## config.mk

```make
export PLATFORM = sky130hd
export DESIGN_NAME = booth_pp_gen
export DESIGN_NICKNAME = d
export VERILOG_FILES = /design/src/rtl/booth_pp_gen.sv
export SDC_FILE = /design/constraint.sdc
export NUM_CORES = 1
export LEC_CHECK = 0
export ABC_AREA = 0
export BUFFER_PORTS_ARGS = -buffer_cell sky130_fd_sc_hd__buf_2
export CAP_MARGIN = 30
export CORE_MARGIN = 4
export CORE_UTILIZATION = 45
export CTS_BUF_LIST = sky130_fd_sc_hd__clkbuf_4 sky130_fd_sc_hd__clkbuf_8
export DETAILED_ROUTE_END_ITERATION = 12
export HOLD_SLACK_MARGIN = 0.03
export PLACE_DENSITY = 0.71
export SETUP_SLACK_MARGIN = 0.4
export SYNTH_ARGS = -nofsm -noshare
export SYNTH_HDL_FRONTEND = slang
export SYNTH_SLANG_ARGS = --single-unit
```

## constraint.sdc

```tcl
create_clock -name clk -period 8.1 [get_ports clk]
set_clock_uncertainty 0.2 [all_clocks]
set_input_delay 1.215 -clock clk [delete_from_list [all_inputs] [get_ports clk]]
set_output_delay 1.215 -clock clk [all_outputs]
set_load 0.05 [all_outputs]
```

## src/rtl/booth_pp_gen.sv

```systemverilog
// Radix-4 Booth partial-product generator: encode stage then select/negate/shift stage, 2-cycle latency.
// Valid/ready throughout; holds output stable under backpressure and absorbs at most two pairs.
module booth_pp_gen #(
  parameter int N      = 24,
  parameter int NUM_PP = 13
) (
  input  logic                    clk,
  input  logic                    rst,
  input  logic                    in_valid,
  output logic                    in_ready,
  input  logic [N-1:0]            a,
  input  logic [N-1:0]            b,
  output logic                    out_valid,
  input  logic                    out_ready,
  output logic [NUM_PP*2*N-1:0]   pp_array_flat
);

  localparam int W = 2 * N;

  generate
    if ((N % 2) != 0 || NUM_PP != N / 2 + 1) begin : g_param_check
      $error("booth_pp_gen: N must be even and NUM_PP must equal N/2+1");
    end
  endgenerate

  typedef struct packed {
    logic sign;
    logic two;
    logic one;
  } booth_dig_t;

  logic                          s1_valid_q, s1_valid_d;
  logic [W-1:0]                  a_q, a_d;
  booth_dig_t [NUM_PP-1:0]       dig_q, dig_d;
  logic                          out_valid_q, out_valid_d;
  logic [NUM_PP*W-1:0]           pp_q, pp_d;

  logic                          s2_free;
  logic                          s1_adv;
  logic                          accept;
  logic [N+2:0]                  b_ext;
  booth_dig_t [NUM_PP-1:0]       dig_enc;
  logic [NUM_PP*W-1:0]           pp_gen;

  assign s2_free = !out_valid_q || out_ready;
  assign s1_adv  = s1_valid_q && s2_free;
  assign in_ready = !s1_valid_q || s2_free;
  assign accept  = in_valid && in_ready;

  // b shifted up by one so b[-1] is the implicit zero and the top triplet reads zeros past b[N-1].
  assign b_ext = {2'b00, b, 1'b0};

  always_comb begin
    logic [2:0] trip;
    dig_enc = '0;
    trip    = '0;
    for (int j = 0; j < NUM_PP; j++) begin
      trip            = b_ext[2*j +: 3];
      dig_enc[j].sign = trip[2];
      dig_enc[j].one  = trip[1] ^ trip[0];
      dig_enc[j].two  = (trip == 3'b011) || (trip == 3'b100);
    end
  end

  always_comb begin
    logic [W-1:0] mag;
    logic [W-1:0] sel;
    pp_gen = '0;
    mag    = '0;
    sel    = '0;
    for (int j = 0; j < NUM_PP; j++) begin
      if (dig_q[j].one) begin
        mag = a_q;
      end else if (dig_q[j].two) begin
        mag = a_q << 1;
      end else begin
        mag = '0;
      end
      // Digit 111 decodes to sign with zero magnitude; ~0+1 wraps back to zero.
      sel = dig_q[j].sign ? (~mag + W'(1)) : mag;
      pp_gen[j*W +: W] = sel << (2 * j);
    end
  end

  always_comb begin
    s1_valid_d  = s1_valid_q;
    a_d         = a_q;
    dig_d       = dig_q;
    out_valid_d = out_valid_q;
    pp_d        = pp_q;
    if (accept) begin
      s1_valid_d = 1'b1;
      a_d        = W'(a);
      dig_d      = dig_enc;
    end else if (s1_adv) begin
      s1_valid_d = 1'b0;
    end
    if (s1_adv) begin
      out_valid_d = 1'b1;
      pp_d        = pp_gen;
    end else if (out_ready) begin
      out_valid_d = 1'b0;
    end
  end

  always_ff @(posedge clk) begin
    if (rst) begin
      s1_valid_q  <= 1'b0;
      a_q         <= '0;
      dig_q       <= '0;
      out_valid_q <= 1'b0;
      pp_q        <= '0;
    end else begin
      s1_valid_q  <= s1_valid_d;
      a_q         <= a_d;
      dig_q       <= dig_d;
      out_valid_q <= out_valid_d;
      pp_q        <= pp_d;
    end
  end

  assign out_valid     = out_valid_q;
  assign pp_array_flat = pp_q;

endmodule

```

* Yosys cells after proc, flatten, opt, wreduce, memory -nomap -nowiden *
Cells that the tools add are included.

cells by class
  reductions and logical operators = 19
  equality and inequality tests = 23
  add/sub/neg operators = 12
  bitwise operators = 23
  muxes and demuxes = 41

operator list
  cell                                                              count
  25-bit 2-to-1 mux                                                 23
  48-bit 2-to-1 mux                                                 2
  48-bit by 1-bit adder with 48-bit output (second input constant)  1
  48-bit NOT                                                        1
  46-bit by 1-bit adder with 46-bit output (second input constant)  1
  46-bit 2-to-1 mux                                                 1
  25-bit NOT with 46-bit output                                     1
  44-bit by 1-bit adder with 44-bit output (second input constant)  1
  44-bit 2-to-1 mux                                                 1
  25-bit NOT with 44-bit output                                     1
  42-bit by 1-bit adder with 42-bit output (second input constant)  1
  42-bit 2-to-1 mux                                                 1
  25-bit NOT with 42-bit output                                     1
  40-bit by 1-bit adder with 40-bit output (second input constant)  1
  40-bit 2-to-1 mux                                                 1
  25-bit NOT with 40-bit output                                     1
  38-bit by 1-bit adder with 38-bit output (second input constant)  1
  38-bit 2-to-1 mux                                                 1
  25-bit NOT with 38-bit output                                     1
  36-bit by 1-bit adder with 36-bit output (second input constant)  1
  36-bit 2-to-1 mux                                                 1
  25-bit NOT with 36-bit output                                     1
  34-bit by 1-bit adder with 34-bit output (second input constant)  1
  34-bit 2-to-1 mux                                                 1
  23 further kinds                                                  71

word-level totals
  register bits after elaboration = 530
  logic and storage cells = 158
  output and inout port bits = 626
  bits of input ports = 52

* Longest topological paths before layout *
Gate-level depths: netlist of run 1.

  depth after elaboration = 5
  gate-level depth with buffers = 15
  gate-level depth less buffers = 11

* Worst setup path after synthesis of run 1 *
Ideal clock, no wire load.

  path kind = register -> register
  start = register dig_q[27] (netlist bit)
  end = register pp_q[470] (netlist: pp_array_flat[470])
  period minus slack after synthesis = 3.650 ns
  stages on the path, launching flop included = 16
  path slack = 4.450 ns
  setup time = 0.070 ns
  buffers on the path = 5
  arrival time = 3.379 ns
  data required time = 7.830 ns
  cell sequence = dfxtp_1 clkbuf_1 clkbuf_1 clkbuf_1 clkbuf_1 buf_1 nor2_1 a21oi_1 ha_1 nor2b_1 a32oi_1 nand4b_1 o31ai_1 xnor2_1 nand2_1 a21oi_1

between the ends
  cells in the longest elaborated chain, start to end = 4

RTL lines
  what                                      line  source
  from (decl)                               34    booth_dig_t [NUM_PP-1:0] dig_q, dig_d;
  from (signal assigned)                    116   dig_q <= dig_d;
  25-bit 2-to-1 mux *                       72    if (dig_q[j].one) begin
  25-bit NOT with 30-bit output             80    sel = dig_q[j].sign ? (~mag + W'(1)) : mag;
  30-bit by 1-bit adder with 30-bit output  80
  30-bit 2-to-1 mux *                       80
  to (signal assigned)                      118   pp_q <= pp_d;
  to (decl)                                 36    logic [NUM_PP*W-1:0] pp_q, pp_d;

Every way passes the cells marked *; elsewhere a longest branch is shown, timed or not.
A chain may end at the register's enable or synchronous reset.

* Final worst setup path of run 1 *
  start = register a_q[0]
  end = register pp_q[464] (netlist: pp_array_flat[464])

between the ends
  cells in the longest elaborated chain, start to end = 5

RTL lines
  what                                        line  source
  from (decl)                                 33    logic [W-1:0] a_q, a_d;
  from (signal assigned)                      109   a_q <= '0;
  from (signal assigned)                      115   a_q <= a_d;
  25-bit 2-to-1 mux                           74    end else if (dig_q[j].two) begin
  25-bit 2-to-1 mux *                         72
  25-bit NOT with 30-bit output *             80
  30-bit by 1-bit adder with 30-bit output *  80
  30-bit 2-to-1 mux *                         80

Marked as above.

==> metrics, run 1 <==
relative slew slack=28.1%; Worst EP required=8.52 ns; Leak=0.0152 uW; via count=32500; largest net degree at the start of global routing=166; sequential-to-total area share from yosys stat=32.8%; hold path depth=2; H-Tree Depth=3; WL final=125 mm; setup TNS=0 ns; ys async rst share=0%; Post-CTS Setup Inserts=0; GP Congestion=0.918; share of layout cells above drive strength 1=18.5%; unrepaired setup endpoints after global routing=false; CTS tree=done; Final nets=4680; Avg WL per Cell=22.3 um; clk slew on worst S/H paths=0.05 ns; Iter 0 DRT Violations=3550; Fill cells=6941; status=complete, no violations; worst setup margin=4.24 ns; Clock Tree Buf Depth=3; Synth Area per Inst=7.25 um2; crit path launch=a_q[0]$_SDFFE_PP0P_; post-DP HPWL=82.7 mm; Core ar.=68900 um2; Worst-Margin Slew=1.08 ns; die height=272 um; routed length on met2=55.9 mm; Max IR drop VDD=0.000169 V; final worst path period need=3.86 ns; die area=74100 um2; vias per inst=5.80; # IOs=678; routed wl met3=12.8 mm; Worst setup EP type=flop; Data arrival, critical path=4.28 ns; MaxCap Viol Count=0; drt drc=0; Crit Path Max Fanout=31; top-count cell post-synth=nand2_1; FMAX=0.259 GHz; WHS=0.245 ns; top cell type's share of synthesized area=32.8%; grt ovf=0; wire length of the first global-routing pass=182 mm; clock sinks=514; Rows=96; Starting Density=45.6%; top cells by area, synth=dfxtp_1 33%, nand2_1 11%, a21oi_1 7.8%; overall routing resource usage=31.5%; Initial DRT Pass Iterations=6; number of global-route vias before repair=29400; pwr dens=202 nW/um2; worst hold path startpoint=pp_array_flat[470]$_SDFFE_PP0P_; DR top layer=met5; CTS hold repair buffers=0; WS Path Type=reg -> reg; crit-path cells=buf_4 -> nand2_1 -> nor2_1 -> a21oi_1 -> ha_1 -> nor2b_1 -> a32oi_1 -> nand4b_1 -> o21ai_0 -> xnor2_1 -> nand2_1 -> a21oi_1; worst skew pair latency=0.71 ns; Inserted Clock Buffers=92; Worst R2R Path Depth=12; port bufs=521; antenna-violating nets left=0; Warnings, synthesis=0; WL met1=50.2 mm; Yosys reg bits=514; Final setup viols=0; mapped cell area=31400 um2; worst slack at placement=3.76 ns; Final Cycle Share=47.7%; Yosys cell types=82; predominant post-synthesis flop cell=dfxtp_1; initial antenna violation count=5; Max stage delay on crit path=0.74 ns; CP startpoint kind=flop; total chip power=7240 uW; Post-synth EDFFs=0; hold crit path type=reg -> reg; area leader, netlist=dfxtp_1; Post-Syn Instances=4332; Final Hold Viols=0; Slowest-stage cell, CP=dfxtp_2; fin. max-slew vios=0; post_cts resized=0; chip width=272 um; CTS Root Cell=clkbuf_8; Synth-to-Final Area Change=14.0%; Synth top cells by count=922 x nand2_1, 514 x dfxtp_1, 490 x a21oi_1, 320 x clkbuf_1, 320 x o21ai_0; RR Startpoint=a_q[0]$_SDFFE_PP0P_
[cells in the final DEF, fill, tap and decap left out, types with 87 or more instances in the layout]
cell type / instances
xnor2_1: 138
conb_1: 156
dfxtp_1: 482
nor2_1: 178
clkbuf_8: 111
nand2_1: 920
a21oi_1: 490
xor2_1: 87
o21ai_0: 320
buf_2: 521
nand3_1: 94
[worst paths after layout]
path                                     end  slack [ns]
max          pp_array_flat[464]$_SDFFE_PP0P_        4.24
min          pp_array_flat[470]$_SDFFE_PP0P_        0.24
max reg2reg  pp_array_flat[464]$_SDFFE_PP0P_        4.24
min reg2reg  pp_array_flat[470]$_SDFFE_PP0P_        0.24
[cell families (layout without fill, tap and decap cells)]
group / Yosys count / in the layout / share of synthesized area, %
adders and majority gates: 34 / 34 / 1.35
other: 1 / 158 / 0.0119
DFF: 514 / 514 / 32.8
and+or+nand+nor: 1478 / 1478 / 20.6
muxes: 103 / 103 / 3.37
AOI/OAI and AO/OA: 1324 / 1324 / 25.7
xor gates and xnor gates: 225 / 225 / 6.27
buffers and inverters: 653 / 833 / 9.98
[sequential cells by signal, indices dropped and copies added, names as in the netlist]
register,cells
dig_q,36
pp_array_flat,452
a_q,24
s1_valid_q,1
out_valid,1
[metrics by stage]
stage	std cells	instance area [um2]	utilization, %
after floorplan	4487	32000	-
after global placement	5427	33600	48.7
after detailed placement	5429	33600	48.7
after CTS	5596	35800	51.9
after global routing	5600	35800	52.0
final	5600	35800	52.0
[area by class of cell]
type                    count  area [um2]  area share (%)
diodes                      2        5.00          0.0140
repair buffers            603        3290            9.19
flip-flops and latches    514       10300            28.8
inverters                  63         236           0.660
multi-input cells        3320       18600            52.0
clock inverters            30         454            1.27
clock buffers             137        1720            4.81
well taps                 931        1160            3.25
[worst max-delay path: cells and delay by family, from the launching register on]
family | cells | cell delay, ns
adders and majority gates | 1 | 0.27
and+or+nand+nor | 5 | 0.80
xor gates and xnor gates | 1 | 0.29
DFF | 1 | 0.74
buffers and inverters | 1 | 0.62
AOI/OAI and AO/OA | 4 | 0.85
[routing by layer]
metal | vias to the layer above | GRT usage [%]
li1 | 15200 | -
met1 | 15300 | 41.3
met2 | 1718 | 49.3
met3 | 334 | 7.78
met4 | 6 | 13.3
met5 | - | 0
[power by group]
group / internal [uW] / switching [uW]
sequential: 2610 / 118
combinational: 392 / 1240
clock: 1690 / 1180
No activity file was read; power rests on OpenSTA's default activity.
==> run 2: changes to the inputs <==
Settings changed: ABC_AREA 0 to 1, PLACE_DENSITY 0.71 to 0.73.
Clock period 8.1 ns to 3.4 ns, I/O delays scaled along.
==> metrics, run 2 <==
commonest non-fill, non-tap cell in the layout=nand2_1 (unchanged); worst slack at placement=0.627 ns (was 3.76 ns); WS Path Type=reg -> reg (unchanged); final worst path period need=2.78 ns (was 3.86 ns); unrepaired setup endpoints after global routing=false (unchanged); status=complete, no violations (unchanged); Crit Path Max Fanout=26 (was 31); wire length of the first global-routing pass=189 mm (was 182 mm); # IOs=678 (unchanged); top cells by area, synth=dfxtp_1 31%, nand2_1 19%, nor2_1 8.2% (was dfxtp_1 33%, nand2_1 11%, a21oi_1 7.8%); chip width=281 um (was 272 um); Starting Density=45.6% (about the same); post-DP HPWL=89.9 mm (was 82.7 mm); drt drc=0 (unchanged); Worst-Margin Slew=1.13 ns (was 1.08 ns); setup TNS=0 ns (unchanged); Rows=99 (was 96); crit path launch=a_q[15]$_SDFFE_PP0P_ (was a_q[0]$_SDFFE_PP0P_); Iter 0 DRT Violations=3046 (was 3550); H-Tree Depth=3 (unchanged); WL final=126 mm (was 125 mm); share of layout cells above drive strength 1=14.9% (was 18.5%); sequential-to-total area share from yosys stat=30.8% (was 32.8%); fin. max-slew vios=0 (unchanged); CP startpoint kind=flop (unchanged); mapped cell area=33500 um2 (was 31400 um2); port bufs=521 (unchanged); die area=78800 um2 (was 74100 um2); clock sinks=514 (unchanged); top-count cell post-synth=nand2_1 (unchanged); Synth top cells by count=1730 x nand2_1, 730 x nor2_1, 528 x o21ai_0, 514 x dfxtp_1, 372 x inv_1 (was 922 x nand2_1, 514 x dfxtp_1, 490 x a21oi_1, 320 x clkbuf_1, 320 x o21ai_0); placed instance area=35700 um2 (was 33600 um2); Inserted Clock Buffers=90 (was 92); Yosys reg bits=514 (unchanged); Yosys cell types=44 (was 82); Data arrival, critical path=3.17 ns (was 4.28 ns); predominant post-synthesis flop cell=dfxtp_1 (unchanged); initial antenna violation count=7 (was 5); Avg WL per Cell=18.1 um (was 22.3 um); Worst EP required=3.79 ns (was 8.52 ns); number of global-route vias before repair=32500 (was 29400); Final setup viols=0 (unchanged); CTS tree=done (unchanged); die height=281 um (was 272 um); max reg flops=452 (unchanged); Clock Tree Buf Depth=3 (unchanged); Post-Syn Instances=5569 (was 4332); Synth Area per Inst=6.01 um2 (was 7.25 um2); Worst setup EP type=flop (unchanged); Final Hold Viols=0 (unchanged); reg2reg setup slack=0.62 ns (was 4.24 ns); grt ovf=0 (unchanged); via count=36600 (was 32500); FMAX=0.360 GHz (was 0.259 GHz); Warnings, synthesis=0 (unchanged); CTS Root Cell=clkbuf_8 (unchanged); most frequent cells in the layout=1728 x nand2_1, 729 x nor2_1, 528 x o21ai_0 (was 920 x nand2_1, 521 x buf_2, 490 x a21oi_1); Post-synth EDFFs=0 (unchanged); Core ar.=73300 um2 (was 68900 um2); Leak=0.0194 uW (was 0.0152 uW); worst setup margin=0.620 ns (was 4.24 ns); Worst R2R Path Depth=11 (was 12); RR Startpoint=a_q[15]$_SDFFE_PP0P_ (was a_q[0]$_SDFFE_PP0P_); Post-CTS Setup Inserts=0 (unchanged); top cell type's share of synthesized area=30.8% (was 32.8%); Synth-to-Final Area Change=14.2% (was 14.0%); pwr dens=502 nW/um2 (was 202 nW/um2); vias per inst=5.27 (was 5.80); MaxCap Viol Count=0 (unchanged); Max IR drop VDD=0.000417 V (was 0.000169 V); overall routing resource usage=30.1% (was 31.5%); clk slew on worst S/H paths=0.06 ns (was 0.05 ns); design area=38200 um2 (was 35800 um2); r2r endpoint=pp_array_flat[373]$_SDFFE_PP0P_ (was pp_array_flat[464]$_SDFFE_PP0P_); hold crit path type=in -> reg (was reg -> reg); worst skew pair latency=0.71 ns (about the same); antenna-violating nets left=0 (unchanged); CP endpoint=pp_array_flat[373]$_SDFFE_PP0P_ (was pp_array_flat[464]$_SDFFE_PP0P_); GP Congestion=0.957 (was 0.918); area leader, netlist=dfxtp_1 (unchanged); Final nets=6000 (was 4680); Final Cycle Share=81.8% (was 47.7%); relative slew slack=24.9% (was 28.1%); largest net degree at the start of global routing=162 (was 166); ys async rst share=0% (unchanged); Initial DRT Pass Iterations=9 (was 6)
[run 2: cell types whose count changed in the layout (fill, tap and decap cells not counted), sizes merged, moves of 80 or more]
cell   previous run  this run
inv              64       392
mux2i            80         0
xnor2           138        23
o21ai           326       643
a22oi            81         0
nand2           923      1736
nor2            181       750
nand3            94       347
a21oi           490       379
[run 2: cells by family (layout without fill, tap and decap cells)]
| group | after synthesis | after routing | synth area share (%) |
|---|---|---|---|
| xor+xnor | 93 | 93 | 2.43 |
| compound gates | 1106 | 1106 | 17.9 |
| simple gates | 2885 | 2885 | 34.3 |
| flops | 514 | 514 | 30.8 |
| buf+inv | 936 | 1197 | 13.3 |
| fa+ha+maj | 34 | 34 | 1.27 |
| other cells | 1 | 162 | 0.0112 |
[run 2: critical path, stage by stage, from the launching register on]
cell	delay (ns)
dfxtp_2	0.95
nand2_1	0.10
o21ai_0	0.61
nor2_1	0.17
nand2_1	0.13
nor2_1	0.05
nand3_1	0.15
nand2_1	0.07
nand2_1	0.06
nand3_1	0.07
nand2_1	0.06
inv_1	0.04
[run 2: power breakdown]
group          internal [uW]  switching, uW
sequential              6400            415
clock                   3710           2740
combinational           1440           4470
total                  11600           7620
[run 2: layer usage]
metal / vias to the layer above / share of wire [%] / routed length, um / track usage, %
li1: 18200 / - / - / -
met3: 295 / 8.4 / 10600 / 5.69
met5: - / 0.017 / 21 / 0
met1: 16600 / 42 / 52500 / 39.0
met2: 1557 / 45 / 57100 / 49.5
met4: 4 / 4.3 / 5450 / 12.2
[run 2: stage by stage]
| stage | utilization [%] | total power, uW | cells | hold WS, ns |
|---|---|---|---|---|
| 6_report | 52.1 | 19200 | 6950 | 0.0645 |
| 2_1_floorplan | - | 11400 | 5724 | 0.303 |
| 3_3_place_gp | 48.7 | 12700 | 6741 | 0.248 |
| 5_1_grt | 52.1 | 20200 | 6947 | 0.0643 |
| 4_1_cts | 52.1 | 19200 | 6944 | 0.0321 |
| 3_5_place_dp | 48.7 | 12700 | 6741 | 0.252 |
[run 2: layout make-up]
| type | instances | area (um2) |
|---|---|---|
| fill | 7683 | 35100 |
| clock buffer | 136 | 1730 |
| timing repair buffer | 643 | 3810 |
| sequential | 514 | 10300 |
| multi-input combinational | 4274 | 19300 |
| tap | 959 | 1200 |
| antenna | 6 | 15.0 |
| clock inverter | 27 | 312 |
| inverter | 391 | 1490 |
[run 2: worst min path at each step]
| stage | startpoint | to | slack, ns | depth (start not counted) |
|---|---|---|---|---|
| after CTS | b[14] | dig_q[22]$_SDFFE_PP0P_ | 0.03 | 4 |
| after floorplan | a_q[17]$_SDFFE_PP0P_ | a_q[17]$_SDFFE_PP0P_ | 0.30 | 2 |
| after global placement | pp_array_flat[622]$_SDFFE_PP0P_ | pp_array_flat[622]$_SDFFE_PP0P_ | 0.25 | 2 |
| after global routing | in_valid | dig_q[0]$_SDFFE_PP0P_ | 0.06 | 3 |
| after detailed placement | pp_array_flat[227]$_SDFFE_PP0P_ | pp_array_flat[227]$_SDFFE_PP0P_ | 0.25 | 2 |
| final | b[16] | dig_q[25]$_SDFFE_PP0P_ | 0.06 | 4 |
[run 2: what timing repair did]
action                     in CTS  in global routing
setup endpoints to repair       0                  6
hold buffers                   40                  0
gates resized for setup         0                  4
hold endpoints to repair       73                  0
